==> config.mk <==
export PLATFORM = sky130hd
export DESIGN_NAME = mips_multicycle_controller
export DESIGN_NICKNAME = d
export VERILOG_FILES = /design/src/rtl/mips_ctrl_pkg.sv /design/src/rtl/mc_ctrl_outputs.sv /design/src/rtl/mips_multicycle_controller.sv
export SDC_FILE = /design/constraint.sdc
export NUM_CORES = 1
export LEC_CHECK = 0
export ABC_CLOCK_PERIOD_IN_PS = 1590
export CELL_PAD_IN_SITES_DETAIL_PLACEMENT = 1
export CELL_PAD_IN_SITES_GLOBAL_PLACEMENT = 1
export CORE_MARGIN = 4
export CORE_UTILIZATION = 36
export DETAILED_ROUTE_END_ITERATION = 8
export DONT_BUFFER_PORTS = 1
export HOLD_SLACK_MARGIN = 0.12
export PLACE_DENSITY_LB_ADDON = 0.05
export SYNTH_ARGS = -nofsm -noshare
export SYNTH_HDL_FRONTEND = slang
export SYNTH_SLANG_ARGS = --single-unit
export TNS_END_PERCENT = 10
==> constraint.sdc <==
create_clock -name clk -period 1.59 [get_ports clk]
set_input_delay 0.477 -clock clk [delete_from_list [all_inputs] [get_ports clk]]
set_output_delay 0.477 -clock clk [all_outputs]
set_load 0.01 [all_outputs]
==> src/rtl/mips_ctrl_pkg.sv <==
// Shared encodings for the multi-cycle MIPS control FSM: states, opcodes,
// datapath mux selects and the packed control word.
package mips_ctrl_pkg;

   typedef enum logic [3:0] {
      S_FETCH   = 4'd0,
      S_DECODE  = 4'd1,
      S_MEMADR  = 4'd2,
      S_MEMRD   = 4'd3,
      S_MEMWB   = 4'd4,
      S_MEMWR   = 4'd5,
      S_EXECUTE = 4'd6,
      S_ALUWB   = 4'd7,
      S_BRANCH  = 4'd8,
      S_ADDIEX  = 4'd9,
      S_ADDIWB  = 4'd10,
      S_JUMP    = 4'd11
   } state_t;

   localparam logic [5:0] OP_RTYPE = 6'b000000;
   localparam logic [5:0] OP_LW    = 6'b100011;
   localparam logic [5:0] OP_SW    = 6'b101011;
   localparam logic [5:0] OP_BEQ   = 6'b000100;
   localparam logic [5:0] OP_ADDI  = 6'b001000;
   localparam logic [5:0] OP_J     = 6'b000010;

   localparam logic [2:0] ALUOP_ADD   = 3'b000;
   localparam logic [2:0] ALUOP_SUB   = 3'b001;
   localparam logic [2:0] ALUOP_FUNCT = 3'b010;

   localparam logic [1:0] PCSRC_ALU    = 2'b00;
   localparam logic [1:0] PCSRC_ALUOUT = 2'b01;
   localparam logic [1:0] PCSRC_JUMP   = 2'b10;

   localparam logic [1:0] SRCB_RT      = 2'b00;
   localparam logic [1:0] SRCB_FOUR    = 2'b01;
   localparam logic [1:0] SRCB_IMM     = 2'b10;
   localparam logic [1:0] SRCB_IMM_SH2 = 2'b11;

   typedef struct packed {
      logic       pc_write;
      logic       branch;
      logic [1:0] pc_src;
      logic       i_or_d;
      logic       ir_write;
      logic       mem_write;
      logic       reg_dst;
      logic       mem_to_reg;
      logic       reg_write;
      logic       alu_src_a;
      logic [1:0] alu_src_b;
      logic [2:0] alu_op;
      logic       instr_done;
      logic       illegal_op;
   } ctrl_t;

   function automatic logic is_legal_op(input logic [5:0] op);
      return (op == OP_RTYPE) || (op == OP_LW) || (op == OP_SW) ||
             (op == OP_BEQ) || (op == OP_ADDI) || (op == OP_J);
   endfunction

endpackage

==> src/rtl/mc_ctrl_outputs.sv <==
// Moore output decode: current state (plus mem_ready in the memory handshake
// states) to the datapath control word. Purely combinational.
module mc_ctrl_outputs
   import mips_ctrl_pkg::*;
(
   input  state_t     state,
   input  logic       mem_ready,
   input  logic [5:0] opcode,
   input  logic       reset,
   output ctrl_t      ctrl
);

   always_comb begin
      // NOTE: every field gets a default before the case so no latch can form.
      ctrl = '0;
      unique case (state)
         S_FETCH: begin
            ctrl.alu_src_b = SRCB_FOUR;
            ctrl.alu_op    = ALUOP_ADD;
            ctrl.pc_src    = PCSRC_ALU;
            ctrl.ir_write  = mem_ready;
            ctrl.pc_write  = mem_ready;
         end
         S_DECODE: begin
            ctrl.alu_src_b  = SRCB_IMM_SH2;
            ctrl.alu_op     = ALUOP_ADD;
            ctrl.illegal_op = !is_legal_op(opcode);
         end
         S_MEMADR, S_ADDIEX: begin
            ctrl.alu_src_a = 1'b1;
            ctrl.alu_src_b = SRCB_IMM;
            ctrl.alu_op    = ALUOP_ADD;
         end
         S_MEMRD:
            ctrl.i_or_d = 1'b1;
         S_MEMWB: begin
            ctrl.mem_to_reg = 1'b1;
            ctrl.reg_write  = 1'b1;
            ctrl.instr_done = 1'b1;
         end
         S_MEMWR: begin
            ctrl.i_or_d     = 1'b1;
            ctrl.mem_write  = 1'b1;
            ctrl.instr_done = mem_ready;
         end
         S_EXECUTE: begin
            ctrl.alu_src_a = 1'b1;
            ctrl.alu_src_b = SRCB_RT;
            ctrl.alu_op    = ALUOP_FUNCT;
         end
         S_ALUWB: begin
            ctrl.reg_dst    = 1'b1;
            ctrl.reg_write  = 1'b1;
            ctrl.instr_done = 1'b1;
         end
         S_BRANCH: begin
            ctrl.alu_src_a  = 1'b1;
            ctrl.alu_src_b  = SRCB_RT;
            ctrl.alu_op     = ALUOP_SUB;
            ctrl.branch     = 1'b1;
            ctrl.pc_src     = PCSRC_ALUOUT;
            ctrl.instr_done = 1'b1;
         end
         S_ADDIWB: begin
            ctrl.reg_write  = 1'b1;
            ctrl.instr_done = 1'b1;
         end
         S_JUMP: begin
            ctrl.pc_write   = 1'b1;
            ctrl.pc_src     = PCSRC_JUMP;
            ctrl.instr_done = 1'b1;
         end
         default: ctrl = '0;
      endcase

      // Architectural side effects must not leak out while reset is asserted.
      if (reset) begin
         ctrl.pc_write   = 1'b0;
         ctrl.ir_write   = 1'b0;
         ctrl.mem_write  = 1'b0;
         ctrl.reg_write  = 1'b0;
         ctrl.branch     = 1'b0;
         ctrl.instr_done = 1'b0;
         ctrl.illegal_op = 1'b0;
      end
   end

endmodule

==> src/rtl/mips_multicycle_controller.sv <==
// Multi-cycle MIPS control FSM: state register and next-state logic; the
// per-state control word comes from mc_ctrl_outputs.
module mips_multicycle_controller
   import mips_ctrl_pkg::*;
(
   input  logic       clk,
   input  logic       reset,
   input  logic [5:0] Opcode,
   input  logic       mem_ready,
   output logic       PCWrite,
   output logic       Branch,
   output logic [1:0] PCSrc,
   output logic       IorD,
   output logic       IRWrite,
   output logic       MemWrite,
   output logic       RegDst,
   output logic       MemtoReg,
   output logic       RegWrite,
   output logic       ALUSrcA,
   output logic [1:0] ALUSrcB,
   output logic [2:0] ALUOp,
   output logic       instr_done,
   output logic       illegal_op,
   output logic [3:0] state
);

   state_t state_q;
   state_t state_d;
   ctrl_t  ctrl;

   // NOTE: sequential state uses non-blocking assignment so all flops update together.
   always_ff @(posedge clk) begin
      if (reset) state_q <= S_FETCH;
      else       state_q <= state_d;
   end

   always_comb begin
      state_d = S_FETCH;
      unique case (state_q)
         S_FETCH:  state_d = mem_ready ? S_DECODE : S_FETCH;
         S_DECODE: begin
            unique case (Opcode)
               OP_LW, OP_SW: state_d = S_MEMADR;
               OP_RTYPE:     state_d = S_EXECUTE;
               OP_BEQ:       state_d = S_BRANCH;
               OP_ADDI:      state_d = S_ADDIEX;
               OP_J:         state_d = S_JUMP;
               default:      state_d = S_FETCH;
            endcase
         end
         S_MEMADR:  state_d = (Opcode == OP_LW) ? S_MEMRD : S_MEMWR;
         S_MEMRD:   state_d = mem_ready ? S_MEMWB : S_MEMRD;
         S_MEMWR:   state_d = mem_ready ? S_FETCH : S_MEMWR;
         S_EXECUTE: state_d = S_ALUWB;
         S_ADDIEX:  state_d = S_ADDIWB;
         default:   state_d = S_FETCH;
      endcase
   end

   mc_ctrl_outputs u_outputs (
      .state     (state_q),
      .mem_ready (mem_ready),
      .opcode    (Opcode),
      .reset     (reset),
      .ctrl      (ctrl)
   );

   assign PCWrite    = ctrl.pc_write;
   assign Branch     = ctrl.branch;
   assign PCSrc      = ctrl.pc_src;
   assign IorD       = ctrl.i_or_d;
   assign IRWrite    = ctrl.ir_write;
   assign MemWrite   = ctrl.mem_write;
   assign RegDst     = ctrl.reg_dst;
   assign MemtoReg   = ctrl.mem_to_reg;
   assign RegWrite   = ctrl.reg_write;
   assign ALUSrcA    = ctrl.alu_src_a;
   assign ALUSrcB    = ctrl.alu_src_b;
   assign ALUOp      = ctrl.alu_op;
   assign instr_done = ctrl.instr_done;
   assign illegal_op = ctrl.illegal_op;
   assign state      = state_q;

endmodule

Yosys cells after proc, flatten, opt, wreduce, memory -nomap -nowiden
Cells that the tools add are included.
- eq/ne operators: 16
- mux-type cells: 23
- reductions and logical operators: 14
- operators by type and width (kind ; count):
    $pmux W4 S7 ; 1
    $pmux W5 S5 ; 1
    $pmux W4 S5 ; 1
    $eq A4 B3 Y1 const B ; 4
    $eq A4 B4 Y1 const B ; 4
    $eq A6 B6 Y1 const B ; 2
    $mux W1 ; 11
    $mux W3 ; 3
    $eq A4 B2 Y1 const B ; 2
    $eq A6 B2 Y1 const B ; 1
    $eq A6 B3 Y1 const B ; 1
    $eq A6 B4 Y1 const B ; 1
    $logic_not A6 Y1 ; 1
    $mux W2 ; 3
    $reduce_or A2 Y1 ; 3
    $logic_or A1 B1 Y1 ; 5
    $reduce_or A5 Y1 ; 1
    $eq A4 B1 Y1 const B ; 1
    $logic_not A4 Y1 ; 1
    $pmux W1 S2 ; 2
    $pmux W2 S2 ; 1
    $reduce_or A4 Y1 ; 1
    $reduce_or A3 Y1 ; 1
    $logic_not A1 Y1 ; 1
- register bits after elaboration: 4
- input port bits: 9
- output and inout bits: 22
- logic and storage cells: 54

Depth between registers and ports, before layout
Gate-level depths: netlist (run 1).
- depth after elaboration: 9
- depth in mapped cells: 6
- gate-level depth less buffers: 4

Modules after synthesis
Synthesis (run 1) repeated with hierarchy kept, for this count alone.
- cells, all modules: 84
- area, all modules: 601.8 um^2
- modules (own cells, without submodules) (module ; times used ; cells an instance ; area an instance (um^2) ; seq. area each (um^2)):
    mips_multicycle_controller ; 1 ; 44 ; 337.8 ; 80.1
    mc_ctrl_outputs ; 1 ; 40 ; 264.0 ; 0.0

Worst setup path after synthesis (run 1)
No wires, ideal clock.
- kind: input to output
- from: input reset
- to: output PCWrite
- data arrival time: 1.239 ns
- data required time: 1.113 ns
- setup slack: -0.126 ns
- cell stages on the path: 3
- buffers on the path: 1
- cells stage by stage: clkbuf_1 -> nor3_1 -> or2_2
- word-level cells in the longest chain between the ends: 1
- RTL lines (what ; line ; text):
    from (decl) ; mips_multicycle_controller.sv:7 ; input logic reset,
    $mux W2 ; mc_ctrl_outputs.sv:77 ; if (reset) begin
    to (decl) ; mips_multicycle_controller.sv:10 ; output logic PCWrite,
Every way passes these cells.

Final worst setup path (run 1)
- from: register state_q[0] (netlist: state[0])
- to: output instr_done
- word-level cells in the longest chain between the ends: 4
- elaborated cells on any way between the ends: 9
- classes of those cells: eq/ne (6); mux (2); reduce/logical (1)
- RTL lines (what ; line ; text):
    from (decl) ; mips_multicycle_controller.sv:27 ; state_t state_q;
    from (signal assigned) ; mips_multicycle_controller.sv:34 ; else state_q <= state_d;
    $eq A4 B3 Y1 or $eq A4 B4 Y1 (tied branches) ; mc_ctrl_outputs.sv:16 ; unique case (state)
    $reduce_or A5 Y1 (no source line) ; -- ;
    $pmux W1 S2 * ; mc_ctrl_outputs.sv:16 ;
    $mux W2 * ; mc_ctrl_outputs.sv:77 ;
    to (decl) ; mips_multicycle_controller.sv:22 ; output logic instr_done,
Mark *: on every way between the ends. The rest lies on a longest branch, timed or not.

==> impl_metrics.ini, run 1 <==
[outcome]
status = finished, violations left
violations = negative setup slack

[final_layout]
antenna_cells = 0
ff_latch_area_um2 = 92.6
area_growth_pct = 51.4
largest_reg_flops = 4
finalNonFillerCells = 127
nets = 122
drive_gt1_share_pct = 51.4
postLayoutCoreUtil_pct = 59.6
multi_input_area_um2 = 546
nFillCells = 202

[route]
ant_nets = 0
vias = 749
drt_iter0_drc = 6
drc_errors = 0
routed_wl_mm = 2.26
vias_per_cell = 5.90
firstDrtPassIters = 3
wl_per_cell_um = 17.8

[clocking]
cts_buffer_depth = 2
clk_pin_slew_ps = 40
cts.sinks = 4
cts_root_buf = clkbuf_4
cts_buffers = 3
cts_tree = built
htree_levels = 1
cts_hold_buf = 0
worstSkewPairLatency_ps = 240

[floorplanning]
die_width_um = 49.3
start_util_pct = 39.3
num_io_pins = 31
core_area_mm2 = 0.00156
die_y_um = 49.3
die_area_mm2 = 0.00243
floorplan.rows = 14

[sta]
setup_viol = 13
finalHoldViolations = 0
max_freq_ghz = 0.577
finClkSkew_ps = 0.686
fin_crit_ps = 1730
rsz0062_at_grt = yes
finalMaxSlewViolations = 0
post-route-period-util_pct = 109
finalSetupTns_ps = -798
setup_ws_ps = -143

[place]
pre_cts_ws_ps = 13.2
placedCellCount = 123
place.gp.congestion = 0.790
port_buffers = 0
dpl.hpwl_mm = 1.69

[grt]
grt_pass1_vias = 755
antenna_found_initial = 0
overflow = 0
grt_pass1_wl_mm = 3.62
grt_usage_pct = 18.8
grt_max_degree = 12

[critical_path]
crit_slowest_cell = dfxtp_2
worst_ep_required_time_ps = 1110
path_buf_inv = 0
crit_path_end_kind = output pin
path_class = reg -> out
worst-endpoint-arrival_ps = 1260
worstPathMaxFanout = 4
startpoint_type = flop
slowest_delay_ps = 350
cp_top_family = simple AND/OR/NAND/NOR gates
worstPathCellList = and2b_2, o22a_1, nor3_4

[flow_run]
cap_violations = 0

[yosys]
ys_ff_latch = 4
yosysUniqueCellTypes = 42
synth.net_count = 99
synth_warnings = 0
syn_area_um2 = 613
synth.yosys.seq_area_share_pct = 13.1
synthCells = 90
avgSynthCellArea_um2 = 6.81

[power_and_ir_drop]
p_leak_nw = 0.365
comb_power_share_pct = 35.5
p_int_uw = 248
p_clk_share_pct = 35.7
power.density_mw_per_mm2 = 391
p_sw_share_pct = 31.6
power.share.sequential_pct = 28.8
p_switching_uw = 115
ir_worst_vdd_mv = 0.307

[worst_hold_path]
min_path_type = in -> reg
worst paths after layout:
| path | depth (start not counted) | start | endpoint | slack [ps] |
|---|---|---|---|---|
| worst max-delay path | 3 | state[0] | instr_done | -140 |
| worst min register to register | 2 | state[2] | state[3] | 620 |
| worst max register to register | 5 | state[1] | state[2] | 130 |
| worst min-delay path | 1 | reset | state[3] | 310 |
synth_stat cells, drive strengths merged:
| master | count | share of area [%] |
|---|---|---|
| buf | 8 | 8.8 |
| a21oi | 4 | 3.9 |
| nand4 | 2 | 2.0 |
| a21boi | 1 | 1.2 |
| o21ai | 5 | 4.1 |
| o211ai | 2 | 2.4 |
| nor3 | 11 | 9.0 |
| nand2b | 3 | 4.3 |
| conb | 1 | 0.61 |
| nor2 | 12 | 7.3 |
| or2 | 1 | 1.0 |
| a31oi | 2 | 2.0 |
| clkbuf | 2 | 1.4 |
| inv | 2 | 1.2 |
| nor4 | 3 | 3.1 |
| nand3 | 1 | 0.82 |
| xnor2 | 1 | 1.4 |
| dfxtp | 4 | 13 |
| a211oi | 2 | 3.3 |
| nand2 | 4 | 2.4 |
| o311a | 1 | 1.6 |
| and3 | 1 | 1.0 |
| nor2b | 2 | 2.0 |
| and2b | 1 | 1.2 |
| o21bai | 1 | 1.2 |
| a21o | 1 | 1.2 |
| or3 | 2 | 2.0 |
| a31o | 1 | 1.4 |
| a2111oi | 1 | 2.4 |
| mux2 | 1 | 1.8 |
| nor3b | 2 | 3.3 |
| o22a | 1 | 1.4 |
| nand4b | 1 | 1.4 |
| xor2 | 3 | 4.3 |
cell type report:
| class | count | area share, % |
|---|---|---|
| multi-input cells | 74 | 58.8 |
| repair buffers | 28 | 25.9 |
| flip-flops and latches | 4 | 9.97 |
| clock buffers | 3 | 2.43 |
| well taps | 16 | 2.16 |
| inverters | 2 | 0.809 |
power groups by stage:
| stage | Combinational, mW | Clock (mW) | Sequential, mW |
|---|---|---|---|
| after floorplan | 0.0842 | 0 | 0.109 |
| after global placement | 0.112 | 0 | 0.108 |
| after detailed placement | 0.115 | 0 | 0.109 |
| after CTS | 0.125 | 0.138 | 0.104 |
| after global routing | 0.141 | 0.143 | 0.105 |
| final | 0.129 | 0.130 | 0.105 |
through the flow:
step	hold WS (ps)	area [µm²]	power, mW
floorplan	650	627	0.193
CTS	298	897	0.367
detailed placement	558	783	0.224
global route	291	928	0.388
finish	306	928	0.363
global placement	555	783	0.220
cell families (layout without fill, tap and decap cells):
family          count (synthesis)  count (layout)  share of synthesized area (%)
buf+inv                        12              33                           11.4
mux                             1               1                           1.84
flops                           4               4                           13.1
other cells                     1               1                          0.612
xor+xnor                        4               4                           5.72
simple gates                   46              46                           41.0
compound gates                 22              22                           26.3
layout by cell type (no fill, tap or decap), types with 3 or more instances in the layout:
cell / count
buf_4: 21
nor2_1: 10
buf_6: 6
nor3_2: 5
nor3_1: 5
xor2_1: 3
nand2_1: 3
o21ai_0: 3
clkbuf_4: 3
dfxtp_4: 3
what timing repair did:
item | CTS | global route
setup buffers | 0 | 1
setup endpoints to repair | 17 | 17
resized for setup | 24 | 7
pin swaps | 7 | 2
routing by layer:
| metal | wire [µm] | vias up | track usage, % |
|---|---|---|---|
| met3 | 113 | 4 | 4.89 |
| li1 | - | 370 | - |
| met4 | 29 | 0 | 5.69 |
| met5 | 0 | - | 0 |
| met2 | 1140 | 18 | 33.5 |
| met1 | 977 | 357 | 21.7 |
Power figures use the tool's default switching activity.
==> inputs of run 2 (changes only) <==
--- a/config.mk
+++ b/config.mk
@@ -12,6 +12,7 @@
 export CORE_UTILIZATION = 36
 export DETAILED_ROUTE_END_ITERATION = 8
 export DONT_BUFFER_PORTS = 1
+export GPL_TIMING_DRIVEN = 0
 export HOLD_SLACK_MARGIN = 0.12
 export PLACE_DENSITY_LB_ADDON = 0.05
 export SYNTH_ARGS = -nofsm -noshare
==> run 2 against run 1 <==
- the run still ends with negative setup slack left
- core utilization down 5.5 points
- clock skew is 0.63 ps higher
- sequential cell count unchanged
- global-route usage fell by 2.1 points
- count of clock-buffer cells in the layout did not move
- clock power decreased by 4%
- non-clock buffer count down 14
- die area stayed put
- routed wire length down 14%
- power rose by 0.34%
- combinational power about the same
==> impl_metrics.ini, run 2 (same netlist as run 1, synthesis figures left out) <==
[outcome]
status = finished, violations left
violations = negative setup slack

[critical_path]
crit_path_end_kind = output pin
r2r_cells = 7
reg2reg_slack_ps = 180
path_class = reg -> out
rr_startpoint = state[0]
worstReg2RegEnd = state[0]
worstPathMaxFanout = 8
startpoint_type = flop
worst-endpoint-arrival_ps = 1360
worst_ep_required_time_ps = 1110

[final_layout]
nFillCells = 187
largest_reg_flops = 4
multi_input_area_um2 = 566
drive_gt1_share_pct = 49.5
final_cell_mix = 8 x buf_6, 8 x nor2_1, 5 x nor3_2, 5 x nor3_1
area_growth_pct = 37.3
nets = 108
ff_latch_area_um2 = 85.1
antenna_cells = 0
finalNonFillerCells = 113

[clocking]
cts_buffer_depth = 2
worstSkewPairLatency_ps = 230
cts.sinks = 4
clk_pin_slew_ps = 40
cts_tree = built
cts_hold_buf = 0
cts_root_buf = clkbuf_4
htree_levels = 1
cts_buffers = 3

[grt]
grt_pass1_wl_mm = 3.28
antenna_found_initial = 0
grt_usage_pct = 16.8
overflow = 0
grt_pass1_vias = 712
grt_max_degree = 11

[floorplanning]
floorplan.rows = 14
die_width_um = 49.3
die_area_mm2 = 0.00243
die_y_um = 49.3
core_area_mm2 = 0.00156
start_util_pct = 39.3
num_io_pins = 31

[route]
ant_nets = 0
drt_iter0_drc = 3
vias = 692
wl_per_cell_um = 17.3
vias_per_cell = 6.12
routed_wl_mm = 1.95
firstDrtPassIters = 2
drc_errors = 0

[worst_hold_path]
min_to = state[2]
min_path_cells = 3
holdCritStartpoint = Opcode[3]
min_path_type = in -> reg

[sta]
post-route-period-util_pct = 115
rsz0062_at_grt = yes
fin_crit_ps = 1830
finalHoldViolations = 0
finalMaxSlewViolations = 0
setup_viol = 16
finClkSkew_ps = 1.32
setup_ws_ps = -243
max_freq_ghz = 0.545

[power_and_ir_drop]
power.share.sequential_pct = 29.7
p_int_uw = 248
p_clk_share_pct = 34.4
p_leak_nw = 0.297
power.density_mw_per_mm2 = 433
comb_power_share_pct = 35.9
power_uw = 365
ir_worst_vdd_mv = 0.543
p_sw_share_pct = 31.9
p_switching_uw = 116

[place]
port_buffers = 0
dpl.hpwl_mm = 1.46
placedCellCount = 106
place.gp.congestion = 0.772

[flow_run]
cap_violations = 0
run 2: per-stage QoR:
step	TNS (ps)	hold slack [ps]	util [%]	area (µm²)	worst slack [ps]
2_1_floorplan	-21.6	650	-	627	-15.8
3_3_place_gp	-1030	702	41.5	647	-168
3_5_place_dp	-1090	701	41.5	647	-170
4_1_cts	-2690	447	50.3	785	-285
5_1_grt	-3310	459	54.0	842	-312
6_report	-2120	451	54.0	842	-243
run 2: repair_timing:
action                                  CTS  global route
endpoints found under the hold margin     0             0
setup buffers                             3             1
resized for setup                        27            13
endpoints found under the setup margin   17            17
pin swaps                                 3             5
cloned                                    0             0
run 2: power groups by stage:
| stage | registers [mW] | logic [mW] | clock network (mW) |
|---|---|---|---|
| 2_1_floorplan | 0.109 | 0.0842 | 0 |
| 3_3_place_gp | 0.109 | 0.0993 | 0 |
| 3_5_place_dp | 0.109 | 0.101 | 0 |
| 4_1_cts | 0.108 | 0.123 | 0.133 |
| 5_1_grt | 0.109 | 0.144 | 0.145 |
| 6_report | 0.108 | 0.131 | 0.125 |
run 2: metal layers:
metal / vias to the layer above / share of wire [%] / global-route usage (%)
met3: 0 / 5.2 / 6.12
li1: 339 / - / -
met1: 335 / 45 / 20.1
met2: 18 / 50 / 28.6
met4: 0 / 0 / 2.84
met5: - / 0 / 0
run 2: layout make-up:
cell class,instances,area share [%]
repair buffers,4,4.01
clock buffers,3,2.67
inverters,2,1.19
flip-flops and latches,4,10.1
multi-input cells,74,67.2
well taps,16,2.38
plain buffers,10,12.5
run 2: worst max path at each step:
| stage | start | end | depth (start not counted) |
|---|---|---|---|
| after detailed placement | state[3] | instr_done | 5 |
| after CTS | state[2] | instr_done | 5 |
| final | state[2] | instr_done | 5 |
| after global routing | state[2] | instr_done | 5 |
| after global placement | state[3] | instr_done | 5 |
| after floorplan | state[3] | instr_done | 5 |
run 2: critical path: stages (launching register included):
cell,delay [ps]
dfxtp_2,330
buf_6,140
nand2b_4,130
clkbuf_8,150
o22a_1,170
nor3_2,190
==> inputs of run 3 (changes only) <==
--- a/config.mk
+++ b/config.mk
@@ -8,13 +8,14 @@
 export ABC_CLOCK_PERIOD_IN_PS = 1590
 export CELL_PAD_IN_SITES_DETAIL_PLACEMENT = 1
 export CELL_PAD_IN_SITES_GLOBAL_PLACEMENT = 1
+export CORE_ASPECT_RATIO = 1.1
 export CORE_MARGIN = 4
 export CORE_UTILIZATION = 36
 export DETAILED_ROUTE_END_ITERATION = 8
 export DONT_BUFFER_PORTS = 1
-export GPL_TIMING_DRIVEN = 0
 export HOLD_SLACK_MARGIN = 0.12
 export PLACE_DENSITY_LB_ADDON = 0.05
+export SLEW_MARGIN = 20
 export SYNTH_ARGS = -nofsm -noshare
 export SYNTH_HDL_FRONTEND = slang
 export SYNTH_SLANG_ARGS = --single-unit
==> run 3 against run 2 <==
- the flow still finishes with violations (negative setup slack)
- register-to-register slack improved by 40 ps
- count of clock-buffer cells in the layout did not move
- critical path depth fell by 2
- critical path type unchanged
- sequential share of layout area rose by 0.23 points
- sequential cell count did not move
- highest routed layer is now met4
- routed wire length rose by 4.4%
- die area barely moved
- via count rose by 6.5%
- core utilization rose by 2.1 points
- combinational power fell by 8%
==> impl_metrics.ini, run 3 (same netlist as run 1, synthesis figures left out) <==
[outcome]
status = finished, violations left
violations = negative setup slack

[route]
routed_wl_mm = 2.04
ant_nets = 0
vias = 737
drc_errors = 0
drt_iter0_drc = 5
wl_per_cell_um = 16.3
firstDrtPassIters = 4
vias_per_cell = 5.90

[place]
place_area_um2 = 769
port_buffers = 0
dpl.hpwl_mm = 1.65
place.gp.congestion = 0.760
placedCellCount = 122

[final_layout]
final_cell_area_um2 = 896
nets = 119
largest_reg_flops = 4
postLayoutCoreUtil_pct = 56.2
antenna_cells = 0
ff_latch_area_um2 = 92.6
layout_commonest_cell = buf_4
finalNonFillerCells = 125
nFillCells = 208
drive_gt1_share_pct = 53.7
multi_input_area_um2 = 549
area_growth_pct = 46.1
final_cell_mix = 21 x buf_4, 9 x nor2_1, 5 x nor3_2, 5 x nor3_1, 4 x buf_6

[grt]
grt_usage_pct = 18.6
grtUsageMet2_pct = 33.5
grt_pass1_wl_mm = 3.33
grt.busiest_layer = met2
grt.met1_usage_pct = 21.4
grt_pass1_vias = 755
grt_max_degree = 11
grt_use_met3_pct = 5.28
antenna_found_initial = 0
overflow = 0

[clocking]
cts_buffer_depth = 2
cts_hold_buf = 0
clk_pin_slew_ps = 30
cts.sinks = 4
worstSkewPairLatency_ps = 230
cts_root_buf = clkbuf_4
cts_buffers = 3
cts_tree = built
htree_levels = 1

[critical_path]
cp_top_family = simple AND/OR/NAND/NOR gates
worst-endpoint-arrival_ps = 1260
worstPathCellList = and2b_2, o22a_1, nor3_4
crit_path_end_kind = output pin
worst_ep_required_time_ps = 1110
worstPathMaxFanout = 4
path_class = reg -> out
startpoint_type = flop
crit_slowest_cell = dfxtp_2
slowest_delay_ps = 370
path_buf_inv = 0

[worst_hold_path]
min_path_type = in -> reg

[sta]
fin_crit_ps = 1730
setup_viol = 9
finalMaxSlewViolations = 0
holdWs_ps = 311
finClkSkew_ps = 1.11
rsz0062_at_grt = yes
finalHoldViolations = 0
setup_ws_ps = -144
max_freq_ghz = 0.577
post-route-period-util_pct = 109

[floorplanning]
floorplan.rows = 15
num_io_pins = 31
core_area_mm2 = 0.00160
die_y_um = 51.3
die_area_mm2 = 0.00243
die_width_um = 47.3
start_util_pct = 38.4

[flow_run]
cap_violations = 0

[power_and_ir_drop]
ir_worst_vdd_mv = 0.324
p_leak_nw = 0.341
power_uw = 348
power.density_mw_per_mm2 = 388
## run 3: repair_timing
item                                    CTS  global route
gates resized for setup                  15            15
pin swaps                                 3             0
endpoints found under the setup margin   16            16
setup buffers                             0             0
## run 3: worst paths after layout
path | start | endpoint | slack (ps) | cells after the start
max reg2reg | state[0] | state[2] | 220 | 5
min | reset | state[3] | 310 | 1
min reg2reg | state[2] | state[3] | 620 | 2
max | state[0] | instr_done | -140 | 3
## run 3: per-stage QoR
stage               worst slack, ps  TNS [ps]
finish                         -144      -743
detailed placement            -28.7     -28.7
CTS                            -152     -1000
floorplan                     -15.8     -21.6
global route                   -196     -1420
global placement              -31.4     -31.4
## run 3: power by group
group | internal [mW] | total [mW] | switching, mW
Clock | 0.0841 | 0.121 | 0.0371
Sequential | 0.100 | 0.105 | 0.00542
Combinational | 0.0592 | 0.121 | 0.0618
## run 3: area by class of cell
cell class | instances | share of cell area, %
Clock buffer | 3 | 2.51
Tap cell | 17 | 2.37
Inverter | 2 | 0.838
Multi-Input combinational cell | 74 | 61.3
Timing Repair Buffer | 25 | 22.6
Sequential cell | 4 | 10.3
## run 3: layer usage
| metal | wire [µm] | share of wire (%) | up-vias |
|---|---|---|---|
| li1 | - | - | 365 |
| met1 | 794 | 39 | 348 |
| met2 | 1100 | 54 | 22 |
| met3 | 130 | 6.4 | 2 |
| met4 | 6 | 0.29 | 0 |
| met5 | 0 | 0 | - |
